### config.mk
export PLATFORM = sky130hd
export DESIGN_NAME = timer_irq_source
export DESIGN_NICKNAME = d
export VERILOG_FILES = /design/src/rtl/timer_irq_source.sv
export SDC_FILE = /design/constraint.sdc
export NUM_CORES = 1
export LEC_CHECK = 0
export ABC_AREA = 1
export CORE_ASPECT_RATIO = 1.1
export CORE_MARGIN = 10
export CORE_UTILIZATION = 35
export DETAILED_ROUTE_END_ITERATION = 10
export PLACE_DENSITY = 0.6
export SYNTH_ARGS = -nofsm -noshare
export SYNTH_HDL_FRONTEND = slang
export SYNTH_SLANG_ARGS = --single-unit
### constraint.sdc
create_clock -name clk -period 3.8 [get_ports clk]
set_input_delay 0.57 -clock clk [delete_from_list [all_inputs] [get_ports clk]]
set_output_delay 0.57 -clock clk [all_outputs]
set_load 0.01 [all_outputs]
### src/rtl/timer_irq_source.sv
// Memory-mapped interval timer (TH reload, TL counter, TCON control/status) driving a level IRQ.
// Optional free-running SYSTICK counter at BASE_ADDR+0x14 when TIMER_SYSTICK_EN is defined.
module timer_irq_source #(
  parameter logic [31:0] BASE_ADDR = 32'h4000_0000,
  parameter int          DIV       = 1
) (
  input  logic        clk,
  input  logic        reset,
  input  logic        MemRead,
  input  logic        MemWrite,
  input  logic [31:0] Addr,
  input  logic [31:0] WriteData,
  output logic [31:0] ReadData,
  output logic        IRQ
);

  localparam logic [31:0] ADDR_TH  = BASE_ADDR;
  localparam logic [31:0] ADDR_TL  = BASE_ADDR + 32'h04;
  localparam logic [31:0] ADDR_TC  = BASE_ADDR + 32'h08;
  localparam logic [31:0] DIV_LAST = 32'(DIV - 1);

  logic [31:0] r_th;
  logic [31:0] r_tl;
  logic [31:0] r_presc;
  logic        r_tmr_en;
  logic        r_irq_en;
  logic        r_irq_status;

  logic w_hit_th;
  logic w_hit_tl;
  logic w_hit_tc;
  logic w_wr_th;
  logic w_wr_tl;
  logic w_wr_tc;
  logic w_tick;
  logic w_ovf;
  logic w_set_status;

  assign w_hit_th = (Addr == ADDR_TH);
  assign w_hit_tl = (Addr == ADDR_TL);
  assign w_hit_tc = (Addr == ADDR_TC);
  assign w_wr_th  = MemWrite & w_hit_th;
  assign w_wr_tl  = MemWrite & w_hit_tl;
  assign w_wr_tc  = MemWrite & w_hit_tc;

  assign w_tick = r_tmr_en & (r_presc == DIV_LAST);
  // A software TL write overrides the tick, so it also suppresses the overflow.
  assign w_ovf        = w_tick & (r_tl == 32'hFFFF_FFFF) & ~w_wr_tl;
  assign w_set_status = w_ovf & r_irq_en;

  always_ff @(posedge clk or posedge reset) begin
    if (reset) begin
      r_presc <= '0;
    end else if (!r_tmr_en || w_tick) begin
      r_presc <= '0;
    end else begin
      r_presc <= r_presc + 32'd1;
    end
  end

  always_ff @(posedge clk or posedge reset) begin
    if (reset) begin
      r_th <= '0;
    end else if (w_wr_th) begin
      r_th <= WriteData;
    end
  end

  // Reload reads r_th before any same-edge TH write lands.
  always_ff @(posedge clk or posedge reset) begin
    if (reset) begin
      r_tl <= '0;
    end else if (w_wr_tl) begin
      r_tl <= WriteData;
    end else if (w_tick) begin
      r_tl <= (r_tl == 32'hFFFF_FFFF) ? r_th : r_tl + 32'd1;
    end
  end

  always_ff @(posedge clk or posedge reset) begin
    if (reset) begin
      r_tmr_en     <= 1'b0;
      r_irq_en     <= 1'b0;
      r_irq_status <= 1'b0;
    end else if (w_wr_tc) begin
      r_tmr_en     <= WriteData[0];
      r_irq_en     <= WriteData[1];
      r_irq_status <= WriteData[2] | w_set_status;
    end else if (w_set_status) begin
      r_irq_status <= 1'b1;
    end
  end

  assign IRQ = r_irq_en & r_irq_status;

`ifdef TIMER_SYSTICK_EN
  localparam logic [31:0] ADDR_ST = BASE_ADDR + 32'h14;
  logic [31:0] r_systick;
  logic        w_hit_st;

  assign w_hit_st = (Addr == ADDR_ST);

  always_ff @(posedge clk or posedge reset) begin
    if (reset) begin
      r_systick <= '0;
    end else begin
      r_systick <= r_systick + 32'd1;
    end
  end
`endif

  always_comb begin
    ReadData = 32'h0;
    if (MemRead) begin
      if (w_hit_th) begin
        ReadData = r_th;
      end else if (w_hit_tl) begin
        ReadData = r_tl;
      end else if (w_hit_tc) begin
        ReadData = {29'h0, r_irq_status, r_irq_en, r_tmr_en};
      end
`ifdef TIMER_SYSTICK_EN
      else if (w_hit_st) begin
        ReadData = r_systick;
      end
`endif
    end
  end

endmodule

### Yosys cells after proc, flatten, opt, wreduce, memory -nomap -nowiden

Cells that the tools add are included.

* register bits after elaboration: 99
* memory bits (read-only): 0
* logic and storage cells: 37
* output and inout bits: 33
* latch bits: 0
* bits in writable memories: 0
* memories kept: 0

* equal/unequal tests: 4
* shifts and indexed selects: 0
* bitwise operators: 10
* divide/modulo/power cells: 0
* magnitude comparators: 0
* muxes and demuxes: 10
* reductions and logical operators: 5
* add/subtract/negate cells: 2
* multiply operators: 0

Operators by type and width (count)
* $mux 32: 7
* $eq 32x31->1 const B: 3
* $add 32x1->32 const B: 2
* $eq 32x32->1 const B: 1
* $logic_not 32->1: 1
* $and 1x1->1: 8
* $reduce_bool 2->1: 2
* $mux 3: 1
* $mux 1: 2
* $logic_not 1->1: 1
* $logic_or 1x1->1: 1
* $not 1->1: 1
* $or 1x1->1: 1

### Longest topological paths before layout

* depth in word-level cells: 7
* depth in mapped cells: 14
* mapped depth without buffers: 14

### Worst setup path after synthesis

OpenSTA, ideal clock, no wires.

* path kind: input -> output
* start point: input Addr[15]
* end point: output ReadData[11]
* buffers on the path: 1
* setup slack: 1.481 ns
* arrival: 1.749 ns
* stages: 10
* data required time: 3.230 ns
* cell sequence: nor2_1 -> nand2_1 -> nor2_4 -> nand2_1 -> nor2_2 -> nand2_1 -> inv_2 -> buf_2 -> nand3_1 -> a21oi_1

* word-level cells in the longest chain between the ends: 4
* elaborated cells on any way between the ends: 5
* those cells by class: eq/ne: 2; mux: 3

RTL lines
* from (decl): line 11 `input logic [31:0] Addr,`
* $eq 32x31->1: line 40 `assign w_hit_tl = (Addr == ADDR_TL);`
* $mux 32: line 117 `end else if (w_hit_tl) begin`
* $mux 32 (*): line 115 `if (w_hit_th) begin`
* $mux 32 (*): line 114 `if (MemRead) begin`
* to (decl): line 13 `output logic [31:0] ReadData,`

Mark *: on every way between the ends. The rest lies on a longest branch, timed or not.

### Final worst setup path

* start point: input Addr[15]
* end point: output ReadData[26]

The elaborated chain is that of the path after synthesis.

==> out/metrics.cfg <==
[cells_and_area]
nNetsFinal=1298
diodes=0
area_growth_pct=21.7
final_cell_mix=nand2_1 (377), nor2_1 (163), nand3_1 (159)
final_layout_size_suffix_gt1_share_pct=5.19
layout.cells.most_common=nand2_1

[setup_path]
cp.required_ps=3230
r2r.worst_path.cells=11
crit_chain=clkdlybuf4s50_1 -> nor2_1 -> nand2_1 -> nor2_4 -> nand2_1 -> nor2_2 -> nand2_1 -> inv_2 -> buf_4 -> nand3_1 -> a21oi_1 -> clkdlybuf4s50_1
start_kind=primary input
slowest_stage=clkdlybuf4s50_1
critical_path_depth=12
max_stage_delay_ps=570
cp_max_fo=10
critPathCaptureType=output port
critical_path_arrival_ps=2980
cp.buffers_inverters=4
crit_family=buffers and inverters
crit_path_frequent_cell=nand2_1
crit_type=primary input to output port

[routing]
vias=7542
drt_iter0_markers=550
drc_errors=0
wl_um=24600
via_per_inst=5.08
post_drt_wl_per_cell_um=16.5
detail-route-antenna-nets=0
first_pass_iters=5

[synth]
ys_seq_area_share_pct=34.5
synth_fp_nets=1210
avgSynthCellArea_um2=6.30
ys_async_sr_fraction_pct=100
synth.distinct_cells=31
yosysWarnings=0
synth_ff_type=dfrtp_1
syn-instance-count=1139
synth_edf_count=0
synth_seq_cells=99
synthesis.area_mm2=0.00717

[power_and_ir_drop]
total_power_mw=2.11
powerDensity_mw_per_mm2=242
worst_ir_drop_vdd_mv=0.218
p_leak_nw=3.95

[timing]
fin_crit_sh_pct=93.4
skew_ps=12.0
hold_ws_ps=509
slew_violations=0
fmax_ghz=0.282
fin_crit_ps=3550
finalSetupTns_ps=0
hold_violations=0
rsz0062_at_grt=false
worstMarginPinSlew_ps=950
slew_headroom_pct=36.6
finalWorstSetupSlack_ps=251
setup_violations=0

[floorplanning]
die_x_um=157
die-height_um=170
rows=54
initial_core_util_pct=35.9
core_mm2=0.0200
ios=101
dieArea_mm2=0.0266

[global_routing]
grt_pass1_wl_um=39500
track_usage_pct=18.6
antenna_found_initial=0
grt_max_degree=64
grt_pass1_vias=7362
grt-ovfl-total=0

[placement]
pre_cts_ws_ps=257
portBuffers=100
gp_congestion=0.920
dpl.hpwl_um=18900

[clock_network]
cts_tree=done
cts_resized=0
cts.sinks=99
cts_hold_buf=0
clk_path_buf_depth=2
post-cts-setup-buffers=0
htreeDepth=3
clock_latency_ps=360
cts.clk_slew.worst_paths_ps=80
root_buffer=clkbuf_16
cts_buffers=9

[run]
drv_cap=0

[outcome]
status=finished, final reports clean

[min_path]
hp-class=register to register
worst_hold_path.num_cells=2

-- metrics by stage --
step	std cells	utilization (%)	cell area (um2)
2_1_floorplan	1139	-	7170
3_3_place_gp	1468	42.2	8440
3_5_place_dp	1468	42.2	8440
4_1_cts	1484	43.6	8730
5_1_grt	1484	43.6	8730
6_report	1484	43.6	8730
-- power breakdown --
group          internal (mW)  total [mW]  switching (mW)  leakage, nW
logic                 0.0706       0.137          0.0666         2.54
clock network          0.457       0.923           0.466        0.136
registers               1.05        1.05     0.000000115         1.27
total                   1.58        2.11           0.533         3.95
-- sequential cells by signal, indices dropped and copies added (netlist names) --
name / flops
r_presc: 32
r_tl: 32
r_irq_status: 1
r_irq_en: 1
r_tmr_en: 1
r_th: 32
-- layer usage --
metal  wire length, um  global-route usage (%)
met5                 0                       0
met1             10400                    22.3
met3              1200                    2.77
met4               755                    7.39
met2             12200                    32.6
-- tightest hold or removal path, cell delays in order (launching register included) --
cell	delay (ps)
dfrtp_1	370
nand2_1	60
nand2_1	50
-- worst paths after layout --
check / from / end / slack, ps
hold reg to reg: r_th[26]$_DFFE_PP0P_ / r_th[26]$_DFFE_PP0P_ / 510
max in group asynchronous: reset / r_tl[15]$_DFFE_PP0P_ / 2320
hold / removal: r_th[26]$_DFFE_PP0P_ / r_th[26]$_DFFE_PP0P_ / 510
setup reg to reg: r_presc[0]$_DFF_PP0_ / r_tl[4]$_DFFE_PP0P_ / 1530
setup / recovery: Addr[15] / ReadData[26] / 250
min in group asynchronous: reset / r_th[0]$_DFFE_PP0P_ / 740
-- Yosys cell counts, drive strengths merged, types with 3 or more instances --
cell type,instances,area [um2]
nand4,15,93.8
o21ai,34,170
clkbuf,11,41.3
and2,4,25.0
xor2,20,175
xnor2,8,70.1
dfrtp,99,2480
ha,3,37.5
nand2,386,1480
nand3,163,843
a21oi,34,170
inv,112,420
buf,26,150
nor3,23,115
nand3b,19,143
nor2,178,739
-- final cells by class --
| cell class | count | area (um2) |
|---|---|---|
| inverter | 113 | 428 |
| timing repair buffer | 114 | 1140 |
| clock buffer | 9 | 225 |
| fill | 2147 | 11300 |
| tap | 252 | 315 |
| multi-input combinational | 890 | 4080 |
| sequential | 99 | 2480 |
| clock inverter | 7 | 60.1 |
-- cells by family after synthesis --
family                   Yosys count  synth area share, %
XOR/XNOR                          28                 3.42
AND/OR/NAND/NOR                  789                 48.0
buffers and inverters            150                 8.60
AO/OA/AOI/OAI                     70                 4.95
flip-flops                        99                 34.5
adder cells (fa/ha/maj)            3                0.523
(Power assumes the default switching activity.)
